File: src/rtl/alu_pkg.sv
// Shared definitions for the ALU: opcode type and opcode encodings.
package alu_pkg;

    typedef logic [1:0] alu_op_t;

    localparam alu_op_t OP_ADD = 2'b00;
    localparam alu_op_t OP_SUB = 2'b01;
    localparam alu_op_t OP_AND = 2'b10;
    localparam alu_op_t OP_OR  = 2'b11;

endpackage

File: src/rtl/alu_core.sv
// Combinational ALU datapath: next result and status flags from operands and opcode.
import alu_pkg::*;

module alu_core #(
    parameter int unsigned WIDTH = 8
) (
    input  logic [WIDTH-1:0] a,
    input  logic [WIDTH-1:0] b,
    input  alu_op_t          ALUCtrl,
    output logic [WIDTH-1:0] res,
    output logic             carry,
    output logic             zero,
    output logic             ovf
);

    logic [WIDTH:0] sum;
    logic [WIDTH:0] diff;

    // Widened add and subtract; subtraction as a + ~b + 1 so bit WIDTH is the no-borrow flag.
    always_comb begin
        sum  = {1'b0, a} + {1'b0, b};
        diff = {1'b0, a} + {1'b0, ~b} + {{WIDTH{1'b0}}, 1'b1};
    end

    // Opcode decode; unknown codes fall back to ADD so nothing X leaks into the registers.
    always_comb begin
        res   = '0;
        carry = 1'b0;
        ovf   = 1'b0;
        case (ALUCtrl)
            OP_ADD: begin
                res   = sum[WIDTH-1:0];
                carry = sum[WIDTH];
                ovf   = (a[WIDTH-1] == b[WIDTH-1]) && (sum[WIDTH-1] != a[WIDTH-1]);
            end
            OP_SUB: begin
                res   = diff[WIDTH-1:0];
                carry = diff[WIDTH];
                ovf   = (a[WIDTH-1] != b[WIDTH-1]) && (diff[WIDTH-1] != a[WIDTH-1]);
            end
            OP_AND: begin
                res = a & b;
            end
            OP_OR: begin
                res = a | b;
            end
            default: begin
                res   = sum[WIDTH-1:0];
                carry = sum[WIDTH];
                ovf   = (a[WIDTH-1] == b[WIDTH-1]) && (sum[WIDTH-1] != a[WIDTH-1]);
            end
        endcase
        zero = (res == '0);
    end

endmodule

File: src/rtl/alu.sv
// Registered ALU: one-cycle latency, result/flags hold when no valid input.
import alu_pkg::*;

module alu #(
    parameter int unsigned WIDTH = 8
) (
    input  logic             clk,
    input  logic             rst,
    input  logic [WIDTH-1:0] a,
    input  logic [WIDTH-1:0] b,
    input  alu_op_t          ALUCtrl,
    input  logic             in_valid,
    output logic [WIDTH-1:0] res,
    output logic             carry,
    output logic             zero,
    output logic             ovf,
    output logic             out_valid
);

    logic [WIDTH-1:0] res_next;
    logic             carry_next;
    logic             zero_next;
    logic             ovf_next;

    alu_core #(
        .WIDTH(WIDTH)
    ) u_core (
        .a       (a),
        .b       (b),
        .ALUCtrl (ALUCtrl),
        .res     (res_next),
        .carry   (carry_next),
        .zero    (zero_next),
        .ovf     (ovf_next)
    );

    // Output registers: reset wins, valid inputs load, otherwise result and flags hold.
    always_ff @(posedge clk) begin
        if (rst) begin
            res       <= '0;
            carry     <= 1'b0;
            zero      <= 1'b0;
            ovf       <= 1'b0;
            out_valid <= 1'b0;
        end else begin
            out_valid <= in_valid;
            if (in_valid) begin
                res   <= res_next;
                carry <= carry_next;
                zero  <= zero_next;
                ovf   <= ovf_next;
            end
        end
    end

endmodule

File: config.mk
export PLATFORM = sky130hd
export DESIGN_NAME = alu
export DESIGN_NICKNAME = d
export VERILOG_FILES = /design/src/rtl/alu_pkg.sv /design/src/rtl/alu_core.sv /design/src/rtl/alu.sv
export SDC_FILE = /design/constraint.sdc
export NUM_CORES = 1
export LEC_CHECK = 0
export ABC_CLOCK_PERIOD_IN_PS = 4700
export CAP_MARGIN = 40
export CORE_ASPECT_RATIO = 0.5
export CORE_MARGIN = 2
export CORE_UTILIZATION = 55
export CTS_BUF_LIST = sky130_fd_sc_hd__clkbuf_4 sky130_fd_sc_hd__clkbuf_8
export DETAILED_ROUTE_END_ITERATION = 8
export PLACE_DENSITY = 0.95
export SYNTH_ARGS = -nofsm -noshare
export SYNTH_HDL_FRONTEND = slang
export SYNTH_SLANG_ARGS = --single-unit
export TNS_END_PERCENT = 50
File: constraint.sdc
create_clock -name clk -period 4.7 [get_ports clk]
set_input_delay 0.94 -clock clk [delete_from_list [all_inputs] [get_ports clk]]
set_output_delay 0.94 -clock clk [all_outputs]
set_load 0.02 [all_outputs]
# == After elaboration in Yosys (flattened, before gate mapping) ==
# Index checks and enable logic that the tools add are counted.
# totals
regBits,12
latch_bits,0
ram_bits,0
rom_bits,0
inputBits,21
output_inout_bits,12
memories,0
# op_classes
add_sub_neg,3
multipliers,0
div,0
magnitude_cmp,0
eq_ne,7
shifts,0
n_mux,3
bitwise,3
n_reduce_logical,4
# ops
cell,count
one-hot mux 8 bit (4 select lines),1
adder 8 x 8 -> 9 bit,2
adder 9 x 1 -> 9 bit (second input constant),1
AND 8 bit,1
zero test 8 bit,1
inverter 8 bit,1
OR 8 bit,1
equality test 2 bit (second input constant),2
one-hot mux 1 bit (2 select lines),2
inequality test 1 bit,3
equality test 2 x 1 -> 1 bit (second input constant),1
logical AND 1 bit,2
zero test 2 bit,1
equality test 1 bit,1

# == Depth between registers and ports, before layout ==
# logic_depth
ltp_word,6
ltp_mapped,11
ltp_nobuf,11

# == Hierarchy ==
# A second synthesis with hierarchy kept.
# unflattened
cells_unflattened,205
area_unflattened_um2,1632.8
# modules_own_cells
mod,n_inst,cells_each,area_per_inst_um2
alu_core,1,168,1218.7
alu,1,37,414.1

# == Least setup slack after synthesis ==
# Ideal clock, no wire load.
# synth_timing
path_type,in2reg
startpoint,in a[0]
endpoint,reg zero
t_arrival_ns,2.646
t_required_ns,4.585
slack_ns,1.939
stages,10
n_path_buf,0
cell_sequence,ha_1 > inv_1 > fa_1 > nand2b_1 > a211o_1 > a211oi_1 > a31oi_1 > xnor2_1 > mux2i_1 > a31o_1
# synth_between
elab_chain_cells,4
word_cells_on_any_way,7
# synth_rtl
element,line,source
from (decl),alu.sv:9,"input logic [WIDTH-1:0] a,"
adder 8 x 8 -> 9 bit,alu_core.sv:22,"diff = {1'b0, a} + {1'b0, ~b} + {{WIDTH{1'b0}}, 1'b1};"
adder 9 x 1 -> 9 bit,alu_core.sv:22,
one-hot mux 8 bit (4 select lines) *,alu_core.sv:30,case (ALUCtrl)
zero test 8 bit *,alu_core.sv:53,zero = (res == '0);
to (signal assigned),alu.sv:50,zero <= zero_next;
to (decl),alu.sv:15,"output logic zero,"
# Mark *: on every way between the ends. The rest lies on a longest branch, timed or not.
# A chain may end at the register's enable or synchronous reset.

# == Worst setup path in the final report ==
# layout_timing
startpoint,in b[0]
endpoint,reg res[6]
# layout_between
elab_chain_cells,4
word_cells_on_any_way,5
# layout_rtl
element,line,source
from (decl),alu.sv:10,"input logic [WIDTH-1:0] b,"
inverter 8 bit,alu_core.sv:22,
adder 8 x 8 -> 9 bit,alu_core.sv:22,
adder 9 x 1 -> 9 bit,alu_core.sv:22,
one-hot mux 8 bit (4 select lines) *,alu_core.sv:30,
to (signal assigned),alu.sv:48,res <= res_next;
to (decl),alu.sv:13,"output logic [WIDTH-1:0] res,"
# Marks and branches as above.

==> results_dict.tcl <==
set metrics [dict create \
    dp_hpwl_mm 2.80 \
    antenna_left 0 \
    cts.sinks 12 \
    coreArea_sq_mm 0.00259 \
    grt_pass1_vias 1289 \
    numCtsBuffers 3 \
    crit_chain "clkdlybuf4s50_1 -> ha_1 -> inv_1 -> fa_1 -> nand2b_1 -> a211o_1 -> a211oi_1 -> a31oi_1 -> xnor2_1 -> mux2i_1 -> a211oi_1" \
    hold_viol 0 \
    postCtsHoldBufs 0 \
    critPathKind "input port to flop" \
    slew_violations 0 \
    final_common_cell "clkdlybuf4s50_1" \
    fin_ws_ns 1.39 \
    synth_top_area_cell "ha_1" \
    final_area_sq_mm 0.00190 \
    cp_common_cell "a211oi_1" \
    antenna_found_initial 0 \
    finalSetupViolCount 0 \
    cts_resized 0 \
    period_share_pct 70.5 \
    ys_seq_area_share_pct 16.0 \
    p_seq_share_pct 28.3 \
    syn_to_final_growth_pct 26.6 \
    switching_share_pct 34.4 \
    cp-end-kind "flop" \
    root_buffer "clkbuf_8" \
    drt-pass1-iter-count 4 \
    skew_ns 0 \
    fin_util_pct 73.4 \
    cp-start-kind "input port" \
    most-common-layout-cells "clkdlybuf4s50_1 (32), inv_1 (31), ha_1 (24), nor2_1 (23), nand2_1 (15)" \
    row_count 13 \
    ctsLongestPathBuffers 2 \
    cts_setup_buffers 0 \
    hold_path.class "flop to flop" \
    pwr-share-clk_pct 27.9 \
    die_w_um 77.8 \
    dpl_cell_area_sq_mm 0.00184 \
    cp_num_buf_inv 2 \
    drv_cap 0 \
    drcViolationCount 0 \
    pin_count 33 \
    wire_per_inst_um 13.2 \
    p_leak_nw 0.886 \
    seqCellArea_sq_um 240 \
    vias 1501 \
    min_from "ovf$_SDFFE_PP0P_" \
    start_util_pct 58.0 \
    fill_cells 202 \
    switching_power_uw 138 \
    critPathTopFamily "compound AO/OA/AOI/OAI gates" \
    track_usage_pct 23.1 \
    max_stage_delay_ns 0.50 \
    synth_edf_count 0 \
    async_flop_share_pct 0 \
    ir_drop_v 0.000104 \
    cts_tree "yes" \
    outcome "completed" \
    fin_cells 266 \
    grt_pass1_wl_mm 5.72 \
    rsz0062_at_grt "no" \
    htree_levels 1 \
    antenna_cells 0 \
    worst-endpoint-arrival_ns 3.41 \
    gp_congestion 0.883 \
    drt_iter0_drc 105 \
    total_power_uw 402 \
    drive_above_1_share_pct 3.93 \
    nets 277 \
    wirelength_mm 3.50 \
    relSlewSlack_pct 62.2 \
    required_ns 4.80 \
    internal_power_uw 263 \
    vias_per_cell 5.64 \
    die_area_sq_mm 0.00318 \
    timing.rr.start "res[5]$_SDFFE_PP0P_" \
    power_frac_comb_pct 43.8 \
    synth_top_area_share_pct 20.0 \
    p_per_area_mw_per_mm2 212 \
    io_buffers 32 \
    syn_nets 246 \
    synth_top_flop_cell "dfxtp_1" \
    ys_seq_elements 12 \
    grt_max_degree 27 \
    finalCriticalPeriod_ns 3.31 \
    cpMaxStageDelayCell "clkdlybuf4s50_1" \
    dp_slack_ns 1.15 \
    synth_cells 199 \
    gr-total-overflow 0 \
    cp_max_fo 3 \
    ys_types 46 \
    setup_tns_ns 0 \
    ys_warn_count 0 \
    synthTopCellsByArea "ha_1 (20%), dfxtp_1 (16%), inv_1 (7.8%)" \
    syn_area_per_cell_sq_um 7.53 \
    die_y_um 40.9 \
    clkTransAtPathRegs_ns 0.05 \
    startpoint "b[0]" \
    multiInputGateArea_sq_mm 0.00110 \
    clk_latency_ns 0.24 \
    tightest_slew_ns 0.565 \
    syn-cell-area_sq_mm 0.00150 \
    dp.cells 262 \
    fmax_mhz 302 \
    holdWs_ns 0.460 \
]
worst reg2reg max path: cells and delay by family (launching register included):
family          cells  cell delay (ns)
flops               1             0.30
compound gates      1             0.12
simple gates        1             0.26
synthesized netlist by cell type (2+ instances only):
library cell	count
a211o_1	3
a211oi_1	5
a21oi_1	13
a31oi_1	5
a32oi_1	2
buf_2	3
clkbuf_1	4
dfxtp_1	12
fa_1	2
ha_1	24
inv_1	31
mux2i_1	9
nand2_1	15
nand2b_1	3
nand4_1	2
nor2_1	23
nor3_1	2
o2111ai_1	2
o211ai_1	2
o21ai_0	4
o21ai_1	4
o311a_1	2
o311ai_1	2
xnor2_1	3
power by group through the flow:
| stage | Combinational, mW | Sequential, mW | Clock, mW |
|---|---|---|---|
| final | 0.176 | 0.113 | 0.112 |
| after global routing | 0.195 | 0.114 | 0.118 |
| after CTS | 0.174 | 0.113 | 0.114 |
| after detailed placement | 0.173 | 0.116 | 0 |
| after global placement | 0.169 | 0.115 | 0 |
| after floorplan | 0.104 | 0.125 | 0 |
state kept, by name, indices dropped and copies added, names as in the netlist:
name,cells
carry,1
out_valid,1
ovf,1
res,8
zero,1
final timing paths:
kind         cells past startpoint  slack, ns                  end
max                             11       1.39  res[6]$_SDFFE_PP0P_
min                              2       0.46     ovf$_SDFFE_PP0P_
max reg2reg                      2       3.91  res[5]$_SDFFE_PP0P_
min reg2reg                      2       0.46     ovf$_SDFFE_PP0P_
layer usage:
| layer | GRT usage (%) | up-vias | part of all wire [%] |
|---|---|---|---|
| met4 | 1.34 | 0 | 0.11 |
| li1 | - | 755 | - |
| met2 | 43.1 | 65 | 44 |
| met5 | 0 | - | 0 |
| met1 | 30.0 | 679 | 46 |
| met3 | 4.85 | 2 | 9.0 |
final cells by class:
class | count | area share [%]
Clock buffer | 4 | 2.90
Tap cell | 37 | 2.44
Multi-Input combinational cell | 147 | 58.2
Timing Repair Buffer | 33 | 17.3
Inverter | 33 | 6.53
Sequential cell | 12 | 12.7
cell families after synthesis:
group,synth area share (%)
simple gates,16.5
compound gates,24.6
buf+inv,10.3
fa+ha+maj,22.7
flops,16.0
mux,7.51
xor+xnor,2.34
No activity file was read; power rests on OpenSTA's default activity.
